`src/rtl/nes_vga_scanout.sv`:
```
// Pops NES palette indices from the PPU pixel FIFO and scans them out as 640x480@60 VGA,
// with 2x horizontal/vertical doubling through a one-line buffer and the 2C02 palette ROM.
module nes_vga_scanout #(
  parameter int unsigned H_ACTIVE = 640,
  parameter int unsigned H_FP     = 16,
  parameter int unsigned H_SYNC   = 96,
  parameter int unsigned H_BP     = 48,
  parameter int unsigned V_ACTIVE = 480,
  parameter int unsigned V_FP     = 10,
  parameter int unsigned V_SYNC   = 2,
  parameter int unsigned V_BP     = 33,
  parameter int unsigned X_OFFSET = 64
) (
  input  logic       clk,
  input  logic       reset_n,
  input  logic       fifo_empty,
  input  logic [5:0] fifo_rd_data,
  output logic       fifo_re,
  input  logic       clr_underflow,
  output logic       vga_hs,
  output logic       vga_vs,
  output logic       vga_blank_n,
  output logic [7:0] vga_r,
  output logic [7:0] vga_g,
  output logic [7:0] vga_b,
  output logic [9:0] hcount,
  output logic [9:0] vcount,
  output logic       frame_start,
  output logic       underflow
);

  localparam logic [9:0] H_LAST    = 10'(H_ACTIVE + H_FP + H_SYNC + H_BP - 1);
  localparam logic [9:0] V_LAST    = 10'(V_ACTIVE + V_FP + V_SYNC + V_BP - 1);
  localparam logic [9:0] H_ACT     = 10'(H_ACTIVE);
  localparam logic [9:0] V_ACT     = 10'(V_ACTIVE);
  localparam logic [9:0] HS_START  = 10'(H_ACTIVE + H_FP);
  localparam logic [9:0] HS_END    = 10'(H_ACTIVE + H_FP + H_SYNC);
  localparam logic [9:0] VS_START  = 10'(V_ACTIVE + V_FP);
  localparam logic [9:0] VS_END    = 10'(V_ACTIVE + V_FP + V_SYNC);
  localparam logic [9:0] WIN_FIRST = 10'(X_OFFSET);
  localparam logic [9:0] WIN_END   = 10'(X_OFFSET + 512);
  // Pops lead the window by 8 counts so column k lands in the buffer before it is read.
  localparam logic [9:0] POP_FIRST = 10'(X_OFFSET - 8);
  localparam logic [9:0] POP_LAST  = 10'(X_OFFSET + 502);

  localparam logic [23:0] PALETTE [64] = '{
    24'h7C7C7C, 24'h0000FC, 24'h0000BC, 24'h4428BC, 24'h940084, 24'hA80020, 24'hA81000, 24'h881400,
    24'h503000, 24'h007800, 24'h006800, 24'h005800, 24'h004058, 24'h000000, 24'h000000, 24'h000000,
    24'hBCBCBC, 24'h0078F8, 24'h0058F8, 24'h6844FC, 24'hD800CC, 24'hE40058, 24'hF83800, 24'hE45C10,
    24'hAC7C00, 24'h00B800, 24'h00A800, 24'h00A844, 24'h008888, 24'h000000, 24'h000000, 24'h000000,
    24'hF8F8F8, 24'h3CBCFC, 24'h6888FC, 24'h9878F8, 24'hF878F8, 24'hF85898, 24'hF87858, 24'hFCA044,
    24'hF8B800, 24'hB8F818, 24'h58D854, 24'h58F898, 24'h00E8D8, 24'h787878, 24'h000000, 24'h000000,
    24'hFCFCFC, 24'hA4E4FC, 24'hB8B8F8, 24'hD8B8F8, 24'hF8B8F8, 24'hF8A4C0, 24'hF0D0B0, 24'hFCE0A8,
    24'hF8D878, 24'hD8F878, 24'hB8F8B8, 24'hB8F8D8, 24'h00FCFC, 24'hF8D8F8, 24'h000000, 24'h000000
  };

  // Stage 0: raster counters, fetch scheduling, line-buffer addressing
  logic [9:0]  r_h0, r_v0;
  logic        w_pop_due, w_in_win0;
  logic [7:0]  w_rd_col;

  // Fetch path
  logic        r_fifo_re, r_uf_pend, r_wr_v, r_wr_uf, r_underflow;
  logic [7:0]  r_wr_col;
  logic [5:0]  r_line_buf [256];

  // Stage 1 / stage 2 (outputs)
  logic        r_vld1, r_win1;
  logic [9:0]  r_h1, r_v1;
  logic [5:0]  r_idx1;
  logic [9:0]  r_hcount, r_vcount;
  logic        r_hs, r_vs, r_blank_n, r_frame_start;
  logic [23:0] r_rgb;

  assign w_pop_due = !r_v0[0] && (r_v0 < V_ACT) && (r_h0 >= POP_FIRST) &&
                     (r_h0 <= POP_LAST) && !r_h0[0];
  assign w_in_win0 = (r_h0 >= WIN_FIRST) && (r_h0 < WIN_END) && (r_v0 < V_ACT);
  assign w_rd_col  = 8'((r_h0 - WIN_FIRST) >> 1);

  always_ff @(posedge clk) begin
    if (!reset_n) begin
      r_h0          <= '0;
      r_v0          <= '0;
      r_fifo_re     <= 1'b0;
      r_uf_pend     <= 1'b0;
      r_wr_v        <= 1'b0;
      r_wr_uf       <= 1'b0;
      r_wr_col      <= '0;
      r_underflow   <= 1'b0;
      r_vld1        <= 1'b0;
      r_win1        <= 1'b0;
      r_h1          <= '0;
      r_v1          <= '0;
      r_hcount      <= '0;
      r_vcount      <= '0;
      r_hs          <= 1'b1;
      r_vs          <= 1'b1;
      r_blank_n     <= 1'b0;
      r_frame_start <= 1'b0;
      r_rgb         <= '0;
    end else begin
      if (r_h0 == H_LAST) begin
        r_h0 <= '0;
        r_v0 <= (r_v0 == V_LAST) ? 10'd0 : r_v0 + 10'd1;
      end else begin
        r_h0 <= r_h0 + 10'd1;
      end

      // A due pop with an empty FIFO still consumes its column, filled with black (0x0F).
      r_fifo_re   <= w_pop_due && !fifo_empty;
      r_uf_pend   <= w_pop_due && fifo_empty;
      r_wr_v      <= r_fifo_re || r_uf_pend;
      r_wr_uf     <= r_uf_pend;
      r_underflow <= (w_pop_due && fifo_empty) || (r_underflow && !clr_underflow);
      if (r_h0 == 10'd0) begin
        r_wr_col <= '0;
      end else if (r_wr_v) begin
        r_wr_col <= r_wr_col + 8'd1;
      end

      r_vld1 <= 1'b1;
      r_h1   <= r_h0;
      r_v1   <= r_v0;
      r_win1 <= w_in_win0;

      // Outputs keep their reset values until the pipeline has refilled.
      if (r_vld1) begin
        r_hcount      <= r_h1;
        r_vcount      <= r_v1;
        r_hs          <= !((r_h1 >= HS_START) && (r_h1 < HS_END));
        r_vs          <= !((r_v1 >= VS_START) && (r_v1 < VS_END));
        r_blank_n     <= (r_h1 < H_ACT) && (r_v1 < V_ACT);
        r_frame_start <= (r_h1 == 10'd0) && (r_v1 == 10'd0);
        r_rgb         <= r_win1 ? PALETTE[r_idx1] : 24'h000000;
      end
    end
  end

  // Line buffer: written on even lines, read on both lines of the pair
  always_ff @(posedge clk) begin
    if (r_wr_v) begin
      r_line_buf[r_wr_col] <= r_wr_uf ? 6'h0F : fifo_rd_data;
    end
    r_idx1 <= r_line_buf[w_rd_col];
  end

  assign fifo_re     = r_fifo_re;
  assign underflow   = r_underflow;
  assign vga_hs      = r_hs;
  assign vga_vs      = r_vs;
  assign vga_blank_n = r_blank_n;
  assign vga_r       = r_rgb[23:16];
  assign vga_g       = r_rgb[15:8];
  assign vga_b       = r_rgb[7:0];
  assign hcount      = r_hcount;
  assign vcount      = r_vcount;
  assign frame_start = r_frame_start;

endmodule

```
`config.mk`:
```
export PLATFORM = sky130hd
export DESIGN_NAME = nes_vga_scanout
export DESIGN_NICKNAME = d
export VERILOG_FILES = /design/src/rtl/nes_vga_scanout.sv
export SDC_FILE = /design/constraint.sdc
export NUM_CORES = 2
export LEC_CHECK = 0
export ABC_AREA = 1
export BUFFER_PORTS_ARGS = -buffer_cell sky130_fd_sc_hd__buf_2
export CAP_MARGIN = 20
export CORE_ASPECT_RATIO = 1.5
export CORE_MARGIN = 2
export CORE_UTILIZATION = 55
export CTS_CLUSTER_DIAMETER = 30
export DETAILED_ROUTE_END_ITERATION = 8
export MAX_ROUTING_LAYER = met4
export PLACE_DENSITY_LB_ADDON = 0.08
export RECOVER_POWER = 100
export SLEW_MARGIN = 10
export SYNTH_ARGS = -nofsm -noshare
export SYNTH_HDL_FRONTEND = slang
export SYNTH_SLANG_ARGS = --single-unit
export TNS_END_PERCENT = 100
```
`constraint.sdc`:
```
create_clock -name clk -period 12.79 [get_ports clk]
set_input_delay 1.9185 -clock clk [delete_from_list [all_inputs] [get_ports clk]]
set_output_delay 1.9185 -clock clk [all_outputs]
set_load 0.005 [all_outputs]
```
# Word-level counts from Yosys, hierarchy flattened
# Memory sizes are Yosys's and may differ from the RTL's. A register that Yosys moved wholly into a read port is not among the register bits.
# Index checks and enable logic that the tools add are counted.
dict set report totals {
  ff_bits 103
  ram_bits 1536
  rom_bits 1536
  in_bits 10
  out_inout_bits 50
  word_cells 75
  n_memories 2
}
dict set report classes {
  add_sub_neg 4
  n_lt_le_gt_ge 12
  n_eq_ne 2
  n_mux 8
  n_bitwise 2
  reduce_logical 26
}
# memory depth width read_ports rd_ports_with_merged_regs write_ports line_no
set memory_table {}
lappend memory_table {{(name not given)} 64 24 1 0 0 134} ;# r_rgb <= r_win1 ? PALETTE[r_idx1] : 24'h000000;
lappend memory_table {r_line_buf 256 6 1 1 1 65} ;# logic [5:0] r_line_buf [256];
# op n
set op_table {}
lappend op_table {{$mux W24} 3}
lappend op_table {{$logic_not A10 Y1} 3}
lappend op_table {{$lt A10 B10 Y1 const B} 3}
lappend op_table {{$lt A10 B9 Y1 const B} 3}
lappend op_table {{$add A10 B1 Y10 const B} 2}
lappend op_table {{$eq A10 B10 Y1 const B} 2}
lappend op_table {{$logic_and A1 B1 Y1} 13}
lappend op_table {{$ge A10 B10 Y1 const B} 1}
lappend op_table {{$ge A10 B6 Y1 const B} 1}
lappend op_table {{$ge A10 B7 Y1 const B} 1}
lappend op_table {{$ge A10 B9 Y1 const B} 1}
lappend op_table {{$le A10 B10 Y1 const B} 1}
lappend op_table {{$mux W10} 1}
lappend op_table {{$sub A9 B7 Y9 const B} 1}
lappend op_table {{$add A8 B1 Y8 const B} 1}
lappend op_table {{$ge A7 B7 Y1 const B} 1}
lappend op_table {{$not A6 Y7} 1}
lappend op_table {{$logic_not A1 Y1} 6}
lappend op_table {{$mux W6} 1}
lappend op_table {{$reduce_or A2 Y1} 2}
lappend op_table {{$mux W1} 3}
lappend op_table {{$logic_or A1 B1 Y1} 2}
lappend op_table {{$not A1 Y1} 1}

# Longest topological paths before layout
dict set report depth {
  depth_word 7
  depth_mapped 15
  ltp_nobuf 12
}

# Least setup slack after synthesis
# Ideal clock, no wire load.
dict set report synth_timing {
  path_type {input to register}
  start {input port fifo_rd_data[4]}
  end {memory r_line_buf[0][4] (data pin)}
  setup_ns 1.406
  arrival_time_ns 7.895
  t_required_ns 11.384
  slack_ns 3.489
  path_stages 2
  path_buffers 0
  path_cell_list {inv_1 > nor2_1}
}
dict set report synth_between {
  elab_chain_len 1
}
# item line_no
set synth_lines {}
lappend synth_lines {{from (decl)} 17} ;# input logic [5:0] fifo_rd_data,
lappend synth_lines {{$mux W6} 142} ;# r_line_buf[r_wr_col] <= r_wr_uf ? 6'h0F : fifo_rd_data;
lappend synth_lines {{to (decl)} 65}
# Every way passes these cells.

# Worst setup path after layout
dict set report layout_timing {
  start {input port fifo_rd_data[1]}
  end {memory r_line_buf[132][1] (data pin)}
}
# The elaborated chain is that of the path after synthesis.

==> flow_summary.yaml <==
power_and_ir_drop:
  p_leak_nw: 32.3
  swShare_pct: 24.0
  clkPwrFrac_pct: 48.5
  pwr-share-comb_pct: 5.9
  p_int_w: 0.00984
  vdd_drop_max_uv: 151
  power_density_mw_per_mm2: 161
  seqPwrFrac_pct: 45.6
  power_switching_w: 0.00310
synthesis:
  syn_inst: 6973
  ys_seq_area_share_pct: 67.6
  ys_ff_latch: 1639
  synth_cell_types: 48
  synth_top_family_by_area: "simple AND/OR/NAND/NOR gates"
  synth-xor-area-share_pct: 0.0491
  synth_edf_count: 1536
  yosysWarnings: 0
  yosys-mux-area-fraction_pct: 0
  synth_simple_gate_area_share_pct: 20.1
  synth_compound_area_share_pct: 3.57
  synth_ff_type: "edfxtp_1"
  synth_fa_ha_area_share_pct: 0.351
  postSynthAreaPerCell_sq_um: 10.2
  synth_area_sq_mm: 0.0713
  async_flop_share_pct: 0
clocking:
  clk_latency_ps: 860
  cts_setup_buffers: 0
  cts_inserted_buffers: 228
  clk_pin_slew_ps: 50
  post_cts_resized: 0
  hold_buffers: 0
  cts_buffer_depth: 3
  cts_num_sinks: 1639
  htree_levels: 4
  clockRootBuffer: "clkbuf_16"
  cts_tree: "yes"
placed_design:
  gp_congestion: 0.963
  hpwlAfterDp_microns: 124000
  io_buffers: 53
critical_path:
  cpLargestDelayFamily: "buffers and inverters"
  cp_num_buf_inv: 3
  required_ps: 12970
  worstSetupPathType: "in2reg"
  start_kind: "input pin"
  path_cells: "buf_2, or2_0, clkbuf_1, clkbuf_1"
  crit_path_max_incr_delay_ps: 2570
  cp_max_fo: 66
  cp.arrival_ps: 8940
  critical_path.most_common_cell: "clkbuf_1"
  end_kind: "register"
  crit_slowest_cell: "clkbuf_1"
drt:
  antenna_left: 0
  routed_wl_microns: 206000
  drt_pass1_iterations: 6
  drt_iter0_drc: 4807
  detail_route.vias_per_cell: 5.49
  avgRoutedWirePerCell_microns: 23.1
  vias: 48800
  drc: 0
floorplanning:
  initial_core_util_pct: 55.5
  coreArea_sq_mm: 0.129
  row_count: 161
  dieArea_sq_mm: 0.133
  die_x_microns: 298
  pin_count: 60
  chipHeight_microns: 445
layout:
  multi_input_area_sq_mm: 0.0172
  syn2layout_area_growth_pct: 12.5
  nets: 7016
  num-fill-cells: 10500
  final_cell_mix: "1,623 x nand2_1, 1,536 x edfxtp_1, 1,104 x inv_1, 903 x nor2_1, 618 x nand3_1"
  layout-drive-gt1-share_pct: 9.00
  layout_commonest_cell: "nand2_1"
  seq_area_sq_mm: 0.0482
global_routing:
  grt_usage_pct: 32.0
  grt_pass1_wl_microns: 304000
  grt_max_degree: 187
  grt_pass1_vias: 47500
  grt-ovfl-total: 0
  grt_antenna_before_repair: 4
sta:
  fin_setup_tns_ps: 0
  fin_crit_sh_pct: 68.5
  clock_skew_ps: 39.3
  slew_headroom_pct: -190
  max_freq_mhz: 114
  rsz0062_at_grt: "no"
  setup-violations-final: 0
  finalCriticalPeriod_ps: 8760
  hold_violations: 0
  worst_pin_slew_ps: 4350
  final_max_slew_viol_count: 1523
  whs_ps: 426
job:
  drv_cap: 33
min_path:
  hold_class: "reg2reg"
status:
  violations: "capacitance limit, slew limit"
  status: "complete, but fails checks"
## area by class of cell
type                    count  area share, %
flip-flops and latches   1639           60.1
diodes                      5         0.0156
multi-input cells        3874           21.5
repair buffers            131          0.955
inverters                1112           5.22
well taps                1711           2.67
clock buffers             260           7.34
clock inverters           169           2.26
## worst min-delay path, delay by kind of cell, from the launching register on
| kind | cells | cell delay (ps) |
|---|---|---|
| simple gates | 1 | 50 |
| buf+inv | 1 | 30 |
| flops | 1 | 310 |
## sequential cells by signal, summed over array words and instances, names as in the netlist, 6 cells and up
name,flops
r_rgb,18
r_wr_col,8
r_v1,10
r_h1,10
hcount,10
r_idx1,6
r_line_buf,1536
r_h0,10
r_v0,10
vcount,10
## power groups by stage
| stage | combinational (W) | clock [W] | sequential, W |
|---|---|---|---|
| 6_report | 0.000766 | 0.00627 | 0.00590 |
| 5_1_grt | 0.000836 | 0.00653 | 0.00590 |
| 4_1_cts | 0.000761 | 0.00631 | 0.00589 |
| 3_5_place_dp | 0.000757 | 0 | 0.00600 |
| 3_3_place_gp | 0.000755 | 0 | 0.00600 |
| 2_1_floorplan | 0.000523 | 0 | 0.00600 |
## cell usage after synthesis (5+ instances only)
cell type | number | area [sq um]
buf_6 | 26 | 293
o21ai_1 | 24 | 120
inv_2 | 6 | 22.5
nand4_1 | 43 | 269
or2_2 | 176 | 1100
a31oi_1 | 5 | 31.3
dfxtp_1 | 103 | 2060
nand2_1 | 1624 | 6100
nand3_1 | 618 | 3090
nor4_1 | 8 | 50.1
edfxtp_1 | 1536 | 46100
inv_1 | 1104 | 4140
nor2_1 | 907 | 3400
buf_2 | 148 | 741
o31ai_1 | 6 | 45.0
o211ai_1 | 142 | 1070
a21oi_1 | 102 | 510
o21ai_0 | 112 | 561
or2_1 | 31 | 194
buf_4 | 16 | 120
buf_1 | 14 | 52.6
ha_1 | 20 | 250
a211oi_1 | 7 | 52.6
clkbuf_1 | 145 | 544
nor3_1 | 11 | 55.1
## path summary, 6_finish.rpt
| path | cells past startpoint | start | endpoint | slack (ps) |
|---|---|---|---|---|
| worst max-delay path | 4 | fifo_rd_data[1] | r_line_buf[132][1] | 4030 |
| worst min register to register | 2 | r_v0[9] | r_v1[9] | 430 |
| worst max register to register | 3 | r_wr_uf | r_line_buf[132][1] | 4750 |
| worst min-delay path | 2 | r_v0[9] | r_v1[9] | 430 |
## per-stage QoR
stage | area, sq um | std cells | setup WS (ps) | total power [W] | util [%]
4_1_cts | 80400 | 8895 | 7440 | 0.0130 | 62.5
3_3_place_gp | 72700 | 8466 | 7490 | 0.00675 | 56.5
6_report | 80200 | 8901 | 4030 | 0.0129 | 62.4
3_5_place_dp | 72700 | 8466 | 7460 | 0.00676 | 56.5
5_1_grt | 80200 | 8899 | 3540 | 0.0133 | 62.4
2_1_floorplan | 71400 | 6978 | 3490 | 0.00652 | -
## cells by family after synthesis
family                   Yosys count
AO/OA/AOI/OAI                    417
XOR/XNOR                           4
adder cells (fa/ha/maj)           20
other                              1
flip-flops                      1639
AND/OR/NAND/NOR                 3427
buffers and inverters           1465
## layer usage
metal / GRT usage, % / vias to the layer above / part of all wire [%]
li1: - / 22700 / -
met1: 37.6 / 23500 / 37
met2: 52.8 / 2056 / 50
met3: 5.24 / 523 / 7.0
met4: 17.7 / 0 / 6.1
met5: - / - / 0
Note: power is estimated with default switching activity, not from simulation.
